File: src/rtl/fb_pkg.sv
// rtl/fb_pkg.sv - shared framebuffer geometry, widths and fill FSM state type
package fb_pkg;

    localparam int H_RES = 320;
    localparam int V_RES = 200;

    localparam int X_W   = 9;
    localparam int Y_W   = 8;
    localparam int ADR_W = 16;
    localparam int COL_W = 24;

    typedef enum logic [1:0] {
        IDLE,
        SETUP,
        FILL,
        DONE
    } fb_fill_state_t;

endpackage

File: src/rtl/fb_fill_if.sv
// rtl/fb_fill_if.sv - fill command handshake, status and framebuffer write port bundle
interface fb_fill_if;

    logic                     cmd_valid;
    logic                     cmd_ready;
    logic [fb_pkg::X_W-1:0]   cmd_x0;
    logic [fb_pkg::X_W-1:0]   cmd_x1;
    logic [fb_pkg::Y_W-1:0]   cmd_y0;
    logic [fb_pkg::Y_W-1:0]   cmd_y1;
    logic [fb_pkg::COL_W-1:0] cmd_color;
    logic                     busy;
    logic                     done;
    logic                     fb_wclk;
    logic [fb_pkg::ADR_W-1:0] fb_wadr;
    logic                     fb_we;
    logic [fb_pkg::COL_W-1:0] fb_d;

    modport master (
        output cmd_valid, cmd_x0, cmd_x1, cmd_y0, cmd_y1, cmd_color,
        input  cmd_ready, busy, done, fb_wclk, fb_wadr, fb_we, fb_d
    );

    modport slave (
        input  cmd_valid, cmd_x0, cmd_x1, cmd_y0, cmd_y1, cmd_color,
        output cmd_ready, busy, done, fb_wclk, fb_wadr, fb_we, fb_d
    );

endinterface

File: src/rtl/fb_fill_setup.sv
// rtl/fb_fill_setup.sv - corner ordering, optional clipping (FB_FILL_CLIP_EN) and row base address
module fb_fill_setup
    import fb_pkg::*;
(
    input  logic [X_W-1:0]   x0,
    input  logic [X_W-1:0]   x1,
    input  logic [Y_W-1:0]   y0,
    input  logic [Y_W-1:0]   y1,
    output logic [X_W-1:0]   xs,
    output logic [X_W-1:0]   xe,
    output logic [Y_W-1:0]   ys,
    output logic [Y_W-1:0]   ye,
    output logic [ADR_W-1:0] row_base,
    output logic             empty
);

`ifdef FB_FILL_CLIP_EN
    localparam logic [X_W-1:0] X_LAST = X_W'(H_RES - 1);
    localparam logic [Y_W-1:0] Y_LAST = Y_W'(V_RES - 1);
`endif

    always_comb begin
        xs    = (x0 < x1) ? x0 : x1;
        xe    = (x0 < x1) ? x1 : x0;
        ys    = (y0 < y1) ? y0 : y1;
        ye    = (y0 < y1) ? y1 : y0;
        empty = 1'b0;
`ifdef FB_FILL_CLIP_EN
        if (xe > X_LAST) xe = X_LAST;
        if (ye > Y_LAST) ye = Y_LAST;
        empty = (xs > X_LAST) || (ys > Y_LAST);
`endif
        // ys*320 as ys*256 + ys*64
        row_base = (ADR_W'(ys) << 8) + (ADR_W'(ys) << 6);
    end

endmodule

File: src/rtl/fb_fill.sv
// rtl/fb_fill.sv - rectangle fill engine driving the framebuffer write port; clipping via FB_FILL_CLIP_EN
module fb_fill
    import fb_pkg::*;
(
    input  logic     CLOCK_50,
    input  logic     rst_n,
    fb_fill_if.slave bus
);

    fb_fill_state_t   state_q, state_d;
    logic [X_W-1:0]   x0_q, x0_d, x1_q, x1_d;
    logic [Y_W-1:0]   y0_q, y0_d, y1_q, y1_d;
    logic [COL_W-1:0] color_q, color_d;
    logic [X_W-1:0]   x_q, x_d;
    logic [Y_W-1:0]   y_q, y_d;
    logic [ADR_W-1:0] row_base_q, row_base_d;
    logic             fb_we_q, fb_we_d;
    logic [ADR_W-1:0] fb_wadr_q, fb_wadr_d;
    logic [COL_W-1:0] fb_d_q, fb_d_d;

    logic [X_W-1:0]   xs, xe;
    logic [Y_W-1:0]   ys, ye;
    logic [ADR_W-1:0] setup_row_base;
    logic             empty;

    // Latched command stays stable for the whole fill, so setup outputs stay valid in FILL too
    fb_fill_setup u_setup (
        .x0       (x0_q),
        .x1       (x1_q),
        .y0       (y0_q),
        .y1       (y1_q),
        .xs       (xs),
        .xe       (xe),
        .ys       (ys),
        .ye       (ye),
        .row_base (setup_row_base),
        .empty    (empty)
    );

    always_comb begin
        state_d    = state_q;
        x0_d       = x0_q;
        x1_d       = x1_q;
        y0_d       = y0_q;
        y1_d       = y1_q;
        color_d    = color_q;
        x_d        = x_q;
        y_d        = y_q;
        row_base_d = row_base_q;
        fb_we_d    = 1'b0;
        fb_wadr_d  = '0;
        fb_d_d     = '0;
        case (state_q)
            IDLE: begin
                if (bus.cmd_valid) begin
                    x0_d    = bus.cmd_x0;
                    x1_d    = bus.cmd_x1;
                    y0_d    = bus.cmd_y0;
                    y1_d    = bus.cmd_y1;
                    color_d = bus.cmd_color;
                    state_d = SETUP;
                end
            end
            SETUP: begin
                if (empty) begin
                    state_d = DONE;
                end else begin
                    x_d        = xs;
                    y_d        = ys;
                    row_base_d = setup_row_base;
                    fb_we_d    = 1'b1;
                    fb_wadr_d  = setup_row_base + ADR_W'(xs);
                    fb_d_d     = color_q;
                    state_d    = FILL;
                end
            end
            FILL: begin
                // Output registers hold the pixel being written; compute the one after it
                if (x_q != xe) begin
                    x_d       = x_q + 1'b1;
                    fb_we_d   = 1'b1;
                    fb_wadr_d = fb_wadr_q + 1'b1;
                    fb_d_d    = color_q;
                end else if (y_q != ye) begin
                    x_d        = xs;
                    y_d        = y_q + 1'b1;
                    row_base_d = row_base_q + ADR_W'(H_RES);
                    fb_we_d    = 1'b1;
                    fb_wadr_d  = row_base_q + ADR_W'(H_RES) + ADR_W'(xs);
                    fb_d_d     = color_q;
                end else begin
                    state_d = DONE;
                end
            end
            DONE:    state_d = IDLE;
            default: state_d = IDLE;
        endcase
    end

    always_ff @(posedge CLOCK_50 or negedge rst_n) begin
        if (!rst_n) begin
            state_q    <= IDLE;
            x0_q       <= '0;
            x1_q       <= '0;
            y0_q       <= '0;
            y1_q       <= '0;
            color_q    <= '0;
            x_q        <= '0;
            y_q        <= '0;
            row_base_q <= '0;
            fb_we_q    <= 1'b0;
            fb_wadr_q  <= '0;
            fb_d_q     <= '0;
        end else begin
            state_q    <= state_d;
            x0_q       <= x0_d;
            x1_q       <= x1_d;
            y0_q       <= y0_d;
            y1_q       <= y1_d;
            color_q    <= color_d;
            x_q        <= x_d;
            y_q        <= y_d;
            row_base_q <= row_base_d;
            fb_we_q    <= fb_we_d;
            fb_wadr_q  <= fb_wadr_d;
            fb_d_q     <= fb_d_d;
        end
    end

    assign bus.cmd_ready = (state_q == IDLE);
    assign bus.busy      = (state_q != IDLE);
    assign bus.done      = (state_q == DONE);
    assign bus.fb_wclk   = CLOCK_50;
    assign bus.fb_we     = fb_we_q;
    assign bus.fb_wadr   = fb_wadr_q;
    assign bus.fb_d      = fb_d_q;

endmodule

File: src/flat_wrapper.sv
// flat-port wrapper written by rule: the top's interface ports become plain ports
module fb_fill_flat import fb_pkg::*;
  (CLOCK_50, rst_n, bus_cmd_valid, bus_cmd_x0, bus_cmd_x1, bus_cmd_y0, bus_cmd_y1, bus_cmd_color, bus_cmd_ready, bus_busy, bus_done, bus_fb_wclk, bus_fb_wadr, bus_fb_we, bus_fb_d);
  fb_fill_if bus_i ();
  input  logic CLOCK_50;
  input  logic rst_n;
  input wire logic [$bits(bus_i.cmd_valid)-1:0] bus_cmd_valid;
  input wire logic [$bits(bus_i.cmd_x0)-1:0] bus_cmd_x0;
  input wire logic [$bits(bus_i.cmd_x1)-1:0] bus_cmd_x1;
  input wire logic [$bits(bus_i.cmd_y0)-1:0] bus_cmd_y0;
  input wire logic [$bits(bus_i.cmd_y1)-1:0] bus_cmd_y1;
  input wire logic [$bits(bus_i.cmd_color)-1:0] bus_cmd_color;
  output wire logic [$bits(bus_i.cmd_ready)-1:0] bus_cmd_ready;
  output wire logic [$bits(bus_i.busy)-1:0] bus_busy;
  output wire logic [$bits(bus_i.done)-1:0] bus_done;
  output wire logic [$bits(bus_i.fb_wclk)-1:0] bus_fb_wclk;
  output wire logic [$bits(bus_i.fb_wadr)-1:0] bus_fb_wadr;
  output wire logic [$bits(bus_i.fb_we)-1:0] bus_fb_we;
  output wire logic [$bits(bus_i.fb_d)-1:0] bus_fb_d;
  assign bus_i.cmd_valid = bus_cmd_valid;
  assign bus_i.cmd_x0 = bus_cmd_x0;
  assign bus_i.cmd_x1 = bus_cmd_x1;
  assign bus_i.cmd_y0 = bus_cmd_y0;
  assign bus_i.cmd_y1 = bus_cmd_y1;
  assign bus_i.cmd_color = bus_cmd_color;
  assign bus_cmd_ready = bus_i.cmd_ready;
  assign bus_busy = bus_i.busy;
  assign bus_done = bus_i.done;
  assign bus_fb_wclk = bus_i.fb_wclk;
  assign bus_fb_wadr = bus_i.fb_wadr;
  assign bus_fb_we = bus_i.fb_we;
  assign bus_fb_d = bus_i.fb_d;
  fb_fill u_core (.CLOCK_50(CLOCK_50), .rst_n(rst_n), .bus(bus_i));
endmodule
File: config.mk
export PLATFORM = sky130hd
export DESIGN_NAME = fb_fill_flat
export DESIGN_NICKNAME = d
export VERILOG_FILES = /design/src/rtl/fb_pkg.sv /design/src/rtl/fb_fill_if.sv /design/src/rtl/fb_fill_setup.sv /design/src/rtl/fb_fill.sv /design/src/flat_wrapper.sv
export SDC_FILE = /design/constraint.sdc
export NUM_CORES = 1
export LEC_CHECK = 0
export CAP_MARGIN = 10
export CELL_PAD_IN_SITES_DETAIL_PLACEMENT = 1
export CELL_PAD_IN_SITES_GLOBAL_PLACEMENT = 1
export CORE_MARGIN = 2
export CORE_UTILIZATION = 47
export CTS_BUF_LIST = sky130_fd_sc_hd__clkbuf_4 sky130_fd_sc_hd__clkbuf_8
export CTS_CLUSTER_DIAMETER = 50
export DETAILED_ROUTE_END_ITERATION = 10
export DONT_BUFFER_PORTS = 1
export HOLD_SLACK_MARGIN = 0.06
export PLACE_DENSITY = 0.73
export SYNTH_ARGS = -nofsm -noshare
export SYNTH_HDL_FRONTEND = slang
export SYNTH_HIERARCHICAL = 1
export SYNTH_SLANG_ARGS = --single-unit
File: constraint.sdc
create_clock -name CLOCK_50 -period 6.3 [get_ports CLOCK_50]
set_input_delay 1.89 -clock CLOCK_50 [delete_from_list [all_inputs] [get_ports CLOCK_50]]
set_output_delay 1.89 -clock CLOCK_50 [all_outputs]
set_load 0.02 [all_outputs]
==> out/results.txt <==
Status -> finished with violations
Violated checks -> design-rule violations
Core Area -> 0.0181 sq mm
Site Rows -> 49
Hold WS -> 483 ps
Count leader, synth -> dfrtp_1
Seq/Total Area, Yosys -> 0.386
Critical Path End Type -> flip-flop
Cts hold-fix bufs -> 0
Synth-to-layout area growth -> 5.93%
RSZ-0062 raised after global routing -> no
Total vias in the final route -> 6,452
FF-to-FF End -> u_core/bus.fb_wadr[14]
Clock transition at path regs -> 100 ps
# fillers -> 2,006
Critical Path Fanout Max -> 23
Share of cells above drive strength 1 -> 0.175
GR Util All Layers -> 0.237
Clk_lat worst skew -> 460 ps
Synthesized instance count -> 878
Top_reg_cell synth -> dfrtp_1
GRT Residual Overflow -> 0
CP max stage delay -> 600 ps
Yosys cell types -> 69
Max-Cap Viols -> 0
Top cell type by total area after synthesis -> dfrtp_1
Final std cells w/o fill -> 1,104
Critical-path cell list -> ha_1 > a2111o_1 > a31oi_4 > mux2_2 > ha_1 > ha_1 > a21o_1 > maj3_1 > mux2_2 > a21oi_1 > xnor2_1 > nand4_1 > nor4_1 > o21ai_0 > xor2_1 > o22ai_1 > o21a_1
Synth top area cells -> dfrtp_1 39%, mux2_2 12%, ha_1 6.5%, xnor2_1 3.8%, xor2_1 3.4%
CTS tree -> done
Post-synth ARST share -> 1.00
Chip Width -> 140 um
Avg Synthesized Cell Area -> 9.90 sq um
Final hold vios -> 0
CTS sink cnt -> 134
Vias per cell -> 5.84
CTS max path bufs -> 2
Setup TNS -> 0 ps
Critical path buffers and inverters -> 0
Nets -> 970
Worst path slowest cell -> a31oi_4
FF+latch count, synth -> 134
Yosys warnings -> 6
Routed len/inst -> 20.4 um
Crit path max-delay family -> compound AO/OA/AOI/OAI gates
Max Fclk -> 0.180 GHz
Final RePlAce weighted congestion -> 0.915
Worst hold-check path type -> reg -> reg
Max-slew headroom -> 0.313
WP data arrival -> 5910 ps
I/O Buffers -> 0
Num CTS Buffers -> 17
Critical Path RT -> 6640 ps
DR iter-0 viols -> 364
Post-cts sizing count -> 0
Detail Route Antenna Nets -> 0
H-tree depth -> 4
Type of origin of the critical path -> flip-flop
Layout Skew -> 13.8 ps
RR Startpoint -> u_core/y0_q[1]
Critical path startpoint -> u_core/y0_q[1]
Synth top area share -> 0.386
Reg2reg setup slack -> 740 ps
# IOs -> 106
Worst path depth -> 17
Min Tclk post-route -> 5560 ps
Largest net degree at the start of global routing -> 135
Initial antenna violation count -> 2
Final setup fails -> 0
Hold Crit Depth -> 1
Die ar. -> 0.0196 sq mm
First-pass GRT wire length -> 37,000 um
WL final -> 22,500 um
Tcrit/Tclk final -> 0.883
Mapped cell area -> 0.00869 sq mm
Detailed Place HPWL -> 16,600 um
Root buf cell -> clkbuf_8
Reg2Reg Depth -> 17
Final Max Tran Viols -> 0
Diode count -> 0
Leading post-synthesis cells by instance count -> 134 x dfrtp_1, 94 x mux2_2, 67 x nand2_1
Pre-antenna DRT Iters -> 9
WS Path Type -> reg -> reg
Die Height -> 140 um
Worst Min Path Start -> u_core/color_q[1]
Vias in the first global route -> 6,843
Dpl cells -> 1,072
Setup Buffers After CTS -> 0
Starting Density -> 0.481
Worst-Margin Slew -> 1030 ps
Residual DRC count -> 4
Post-synth EDFFs -> 0
Worst path most repeated cell -> ha_1
Hold endpoint -> u_core/bus.fb_d[1]
## per-layer routing
metal,wire [um],part of all wire,track usage,vias to the layer above
li1,-,-,-,3074
met1,10100,0.45,0.311,3221
met2,11100,0.49,0.402,130
met3,955,0.042,0.0533,25
met4,298,0.013,0.0585,2
met5,13,0.00058,0,-
## registers in the layout (all words and copies together) (netlist names), 2 cells and up
register / count
u_core/bus.fb_d: 24
u_core/bus.fb_wadr: 16
u_core/color_q: 24
u_core/row_base_q: 16
u_core/state_q: 2
u_core/x0_q: 9
u_core/x1_q: 9
u_core/x_q: 9
u_core/y0_q: 8
u_core/y1_q: 8
u_core/y_q: 8
## cell usage in the layout (no fill, tap or decap), types with 4 or more instances in the layout
| master | n |
|---|---|
| nor3_1 | 14 |
| o21a_1 | 17 |
| inv_6 | 7 |
| clkbuf_8 | 17 |
| a21o_1 | 10 |
| conb_1 | 7 |
| a211oi_1 | 7 |
| and2_1 | 25 |
| xnor2_1 | 38 |
| ha_1 | 45 |
| a21oi_1 | 46 |
| inv_1 | 35 |
| nand2_1 | 66 |
| and3_1 | 6 |
| o21ai_2 | 4 |
| mux2_2 | 94 |
| buf_4 | 5 |
| mux2i_1 | 10 |
| or3_1 | 4 |
| nor2b_1 | 8 |
| a22oi_1 | 5 |
| inv_8 | 4 |
| nand2b_1 | 10 |
| dfrtp_1 | 134 |
| xor2_1 | 34 |
| nand3_1 | 28 |
| o22ai_1 | 20 |
| o21ai_1 | 5 |
| o21ai_0 | 47 |
| nor2_1 | 45 |
| a21oi_2 | 5 |
| nand4_1 | 8 |
## stage by stage
step	worst slack [ps]	util	cell area [sq um]
3_3_place_gp	1060	0.485	8770
4_1_cts	794	0.509	9210
2_1_floorplan	1130	-	8720
3_5_place_dp	898	0.485	8770
5_1_grt	200	0.509	9210
6_report	736	0.509	9210
## layout make-up
| type | instances | area [sq um] | area share |
|---|---|---|---|
| Inverter | 35 | 131 | 0.0143 |
| Sequential cell | 134 | 3350 | 0.364 |
| Timing Repair Buffer | 5 | 37.5 | 0.00408 |
| Tap cell | 229 | 287 | 0.0311 |
| Multi-Input combinational cell | 669 | 4970 | 0.539 |
| Clock buffer | 17 | 234 | 0.0254 |
| Clock inverter | 15 | 199 | 0.0216 |
## worst max-delay path by stage
stage                                  end  slack (ps)
CTS                 u_core/bus.fb_wadr[14]         790
global placement    u_core/bus.fb_wadr[14]        1060
floorplan                      bus_fb_wclk        1130
global route        u_core/bus.fb_wadr[14]         200
finish              u_core/bus.fb_wadr[14]         740
detailed placement  u_core/bus.fb_wadr[14]         900
## cell families (layout without fill, tap and decap cells)
logic type / after synthesis / in the layout / share of synthesized area
AO/OA/AOI/OAI: 204 / 204 / 0.153
XOR/XNOR: 74 / 74 / 0.0777
adder cells (fa/ha/maj): 50 / 50 / 0.0728
buffers and inverters: 81 / 72 / 0.0462
flip-flops: 134 / 134 / 0.386
multiplexers: 104 / 104 / 0.133
other: 1 / 7 / 0.000431
AND/OR/NAND/NOR: 230 / 230 / 0.131
Power is left out: the tool's default activity adds up to more than one toggle a clock period on the data nets, which glitch-free logic cannot reach.
